<file path="config.mk">
export PLATFORM = sky130hd
export DESIGN_NAME = seq_gen_1010
export DESIGN_NICKNAME = d
export VERILOG_FILES = /design/src/rtl/seq_gen_1010.sv
export SDC_FILE = /design/constraint.sdc
export NUM_CORES = 1
export LEC_CHECK = 0
export BUFFER_PORTS_ARGS = -buffer_cell sky130_fd_sc_hd__clkbuf_2
export CELL_PAD_IN_SITES_DETAIL_PLACEMENT = 1
export CELL_PAD_IN_SITES_GLOBAL_PLACEMENT = 2
export CORE_MARGIN = 2
export CORE_UTILIZATION = 38
export CTS_CLUSTER_SIZE = 28
export DETAILED_ROUTE_END_ITERATION = 7
export PLACE_DENSITY_LB_ADDON = 0.1
export SYNTH_ARGS = -nofsm -noshare
export SYNTH_HDL_FRONTEND = slang
export SYNTH_SLANG_ARGS = --single-unit
</file>
<file path="constraint.sdc">
create_clock -name clk_i -period 2.9 [get_ports clk_i]
set_input_delay 0.29 -clock clk_i [delete_from_list [all_inputs] [get_ports clk_i]]
set_output_delay 0.29 -clock clk_i [all_outputs]
set_load 0.02 [all_outputs]
</file>
<file path="src/rtl/seq_gen_1010.sv">
// Serial 1010 pattern transmitter: shifts a programmable pattern MSB-first for a
// programmed number of passes and flags every bit that completes an overlapping "1010".
module seq_gen_1010 #(
    parameter int PAT_W = 8,
    parameter int LEN_W = 4,
    parameter int CNT_W = 4
) (
    input  logic             clk_i,
    input  logic             rst_ni,
    input  logic             start_i,
    input  logic [PAT_W-1:0] pattern_i,
    input  logic [LEN_W-1:0] pat_len_i,
    input  logic [CNT_W-1:0] rep_cnt_i,
    output logic             data_out_o,
    output logic             data_valid_o,
    output logic             busy_o,
    output logic             done_o,
    output logic             exp_match_o
);

    localparam logic [1:0] S_IDLE  = 2'd0;
    localparam logic [1:0] S_SHIFT = 2'd1;
    localparam logic [1:0] S_FIN   = 2'd2;

    localparam logic [1:0] T0 = 2'd0;
    localparam logic [1:0] T1 = 2'd1;
    localparam logic [1:0] T2 = 2'd2;
    localparam logic [1:0] T3 = 2'd3;

    localparam logic [LEN_W-1:0] PAT_W_L = LEN_W'(PAT_W);

    logic [1:0]       state_q, state_d;
    logic [PAT_W-1:0] pat_q, pat_d;
    logic [LEN_W-1:0] len_q, len_d;
    logic [LEN_W-1:0] idx_q, idx_d;
    logic [CNT_W-1:0] rep_q, rep_d;
    logic [1:0]       trk_q, trk_d;

    logic [PAT_W-1:0] pat_sh;
    logic             start_ok;
    logic             valid;
    logic             bit_cur;

    assign start_ok = start_i && (pat_len_i != '0) && (pat_len_i <= PAT_W_L) &&
                      (rep_cnt_i != '0);

    // Shift instead of a variable index keeps the LEN_W-wide index width-clean.
    assign pat_sh  = pat_q >> idx_q;
    assign valid   = (state_q == S_SHIFT);
    assign bit_cur = valid & pat_sh[0];

    assign data_valid_o = valid;
    assign data_out_o   = bit_cur;
    assign busy_o       = valid;
    assign done_o       = (state_q == S_FIN);
    assign exp_match_o  = valid && (trk_q == T3) && !bit_cur;

    always_comb begin
        state_d = state_q;
        pat_d   = pat_q;
        len_d   = len_q;
        idx_d   = idx_q;
        rep_d   = rep_q;
        trk_d   = trk_q;
        case (state_q)
            S_IDLE: begin
                if (start_ok) begin
                    pat_d   = pattern_i;
                    len_d   = pat_len_i;
                    rep_d   = rep_cnt_i;
                    idx_d   = pat_len_i - LEN_W'(1);
                    trk_d   = T0;
                    state_d = S_SHIFT;
                end
            end
            S_SHIFT: begin
                if (idx_q == '0) begin
                    if (rep_q != CNT_W'(1)) begin
                        rep_d = rep_q - CNT_W'(1);
                        idx_d = len_q - LEN_W'(1);
                    end else begin
                        state_d = S_FIN;
                    end
                end else begin
                    idx_d = idx_q - LEN_W'(1);
                end
                // Tracker runs across pass boundaries so overlaps there are seen.
                case (trk_q)
                    T0:      trk_d = bit_cur ? T1 : T0;
                    T1:      trk_d = bit_cur ? T1 : T2;
                    T2:      trk_d = bit_cur ? T3 : T0;
                    default: trk_d = bit_cur ? T1 : T2;
                endcase
            end
            S_FIN: begin
                state_d = S_IDLE;
            end
            default: begin
                state_d = S_IDLE;
            end
        endcase
    end

    always_ff @(posedge clk_i or negedge rst_ni) begin
        if (!rst_ni) begin
            state_q <= S_IDLE;
            pat_q   <= '0;
            len_q   <= '0;
            idx_q   <= '0;
            rep_q   <= '0;
            trk_q   <= T0;
        end else begin
            state_q <= state_d;
            pat_q   <= pat_d;
            len_q   <= len_d;
            idx_q   <= idx_d;
            rep_q   <= rep_d;
            trk_q   <= trk_d;
        end
    end

endmodule

</file>
==> impl_metrics.ini <==
[worst_setup_path]
required_ps = 2610
reg2reg_from = state_q[1]$_DFFE_PN0P_
critPathArrivalTime_ps = 2130
rr_worst_depth = 6
cp.depth = 5
crit_buf_inv = 1
crit_slowest_cell = dfrtp_1
cp_cell_sequence = or3b_1, a221oi_1, nand2_1, and3_1, clkbuf_2
endpoint_kind = output pin
critical-path-top-delay-family = simple AND/OR/NAND/NOR gates
critPathKind = flop to output pin
cp-start-kind = flop
max_stage_delay_ps = 520
critPathMaxFanout = 11
crit_path_start = state_q[1]$_DFFE_PN0P_

[hold_path]
min_from = pattern_i[7]
hold_class = primary input to flop
min_delay_path_depth = 2

[routing]
drtIter0Drc = 32
vias = 1035
dr.pass1.iters = 4
antenna_left = 0
routed_via_density = 5.51
drc_errors = 0
post_drt_wl_per_cell_um = 16.3
drt-total-wl_mm = 3.07

[sta]
setup_tns_ps = 0
slew_viol_final = 0
setup_viol = 0
finalCriticalPeriod_ps = 2420
fmax_mhz = 413
fin_worst_skew_ps = 1.95
holdWs_ps = 190
relSlewSlack_pct = 57.2
rsz0062_at_grt = false
tightestPinTransition_ps = 643
hold_viol_final = 0
finalCritPeriodShare_pct = 83.4

[die]
rows = 21
die_area_um2 = 4000
fp.dieH_um = 63.3
core_um2 = 3360
fp.dieW_um = 63.3
io_pins = 24
initial_core_util_pct = 39.7

[cts]
clk_latency_ps = 320
post_cts_buffers = 0
htreeDepth = 1
cts-resized-gates = 0
root_buffer = clkbuf_4
clkTransAtPathRegs_ps = 140
cts.sinks = 24
tritoncts.num_buffers = 3
cts_tree = done
hold_buffers = 1
cts_buffer_depth = 2

[global_routing]
grt_max_degree = 25
grt_usage_pct = 17.2
grt_pass1_vias = 1108
grt_pass1_wl_mm = 5.38
antenna_found_initial = 0
gr-total-overflow = 0

[layout]
syn_to_final_growth_pct = 13.9
diodes = 0
multi_input_area_um2 = 674
layout.nets = 165
n_fill_cell = 399
seq_area_um2 = 601
final_common_cell = dfrtp_1
drive_gt1_share_pct = 33.1
layout_common_cells = 24 x dfrtp_1, 23 x clkbuf_2, 12 x mux2_2

[logic_synthesis]
synth_area_um2 = 1340
avgSynthCellArea_um2 = 11.2
yosysUniqueCellTypes = 43
synth_edf_count = 0
synth_xor_area_share_pct = 0.656
synthArstFlopShare_pct = 100
syn_inst = 119
yosys.area.top_type = dfrtp_1
synth.area.mux_share_pct = 16.2
yosysSeqAreaShare_pct = 45.0
synth.area.top_cells = dfrtp_1 45%, mux2_2 10%, mux2i_1 3.0%
synth-main-ff-cell = dfrtp_1
synth_top_cell_area_share_pct = 45.0
ys_warn_count = 0
synth_compound_area_share_pct = 14.2
synth_seq_cells = 24
synth_adder_area_share_pct = 2.81
synth_simple_gate_area_share_pct = 16.7
syn_nets = 141
synth_top_family_by_area = simple AND/OR/NAND/NOR gates

[run]
cap_viol_max_count = 0

[pwr]
ir_drop_mv = 0.465
power_frac_seq_pct = 38.6
p_sw_uw = 681
internal-power_uw = 971
cellPowerDensity_nw_per_um2 = 1090
p_clk_share_pct = 11.1
leakagePower_uw = 0.000731
p_comb_share_pct = 50.3
power_uw = 1650
switching_share_pct = 41.2

[placed_design]
routabilityCongestion = 0.784
portBuffers = 23
dpl.hpwl_mm = 2.35

[run_status]
outcome = finished, final reports clean
per-stage QoR:
step / instance area (um2) / std cells / util (%) / setup WS [ps]
after floorplan: 1340 / 119 / - / 816
after global placement: 1470 / 183 / 43.8 / 753
after detailed placement: 1470 / 183 / 43.8 / 612
after CTS: 1520 / 188 / 45.2 / 485
after global routing: 1520 / 188 / 45.2 / 328
final: 1520 / 188 / 45.2 / 481
power by group through the flow:
stage	Sequential, uW	Combinational, uW	Clock, uW
6_report	638	831	184
3_5_place_dp	643	837	0
4_1_cts	638	842	187
3_3_place_gp	638	810	0
2_1_floorplan	580	692	0
5_1_grt	661	942	204
synthesized netlist by cell type, types with 2 or more instances:
| cell | instances |
|---|---|
| a211oi_1 | 2 |
| a21oi_1 | 4 |
| a221oi_1 | 3 |
| and3_1 | 2 |
| buf_2 | 3 |
| dfrtp_1 | 24 |
| ha_1 | 3 |
| inv_1 | 5 |
| mux2_2 | 12 |
| mux2i_1 | 4 |
| nand2_1 | 4 |
| nand3_1 | 4 |
| nor2_1 | 8 |
| nor2b_1 | 2 |
| nor3_1 | 3 |
| o21ai_0 | 4 |
| o2bb2a_1 | 2 |
| o31ai_1 | 5 |
routing by layer:
metal	global-route usage (%)	up-vias	routed length [um]
met5	0	-	0
met4	5.16	0	21
met3	3.21	2	90
met2	27.8	16	1480
met1	23.4	534	1470
li1	-	483	-
cell type report:
cell class	instances	share of cell area, %
Inverter	7	1.73
Tap cell	46	3.79
Multi-Input combinational cell	83	44.4
Sequential cell	24	39.5
Clock buffer	4	2.39
Timing Repair Buffer	24	8.23
final timing paths:
check	to	slack [ps]
worst min register to register	pat_q[0]$_DFFE_PN0P_	520
max in group asynchronous	pat_q[6]$_DFFE_PN0P_	1980
worst max-delay path	exp_match_o	480
min in group asynchronous	rep_q[1]$_DFFE_PN0P_	510
worst max register to register	idx_q[2]$_DFFE_PN0P_	580
worst min-delay path	pat_q[7]$_DFFE_PN0P_	190
logic make-up after synthesis:
logic type,count (synthesis)
XOR/XNOR,1
flip-flops,24
multiplexers,18
AND/OR/NAND/NOR,36
adder cells (fa/ha/maj),3
AO/OA/AOI/OAI,25
buffers and inverters,12
flip-flops by register name, summed over array words and instances, names as in the netlist:
name	count
pat_q	8
idx_q	4
len_q	4
rep_q	4
state_q	2
trk_q	2
Note: power is estimated with default switching activity, not from simulation.
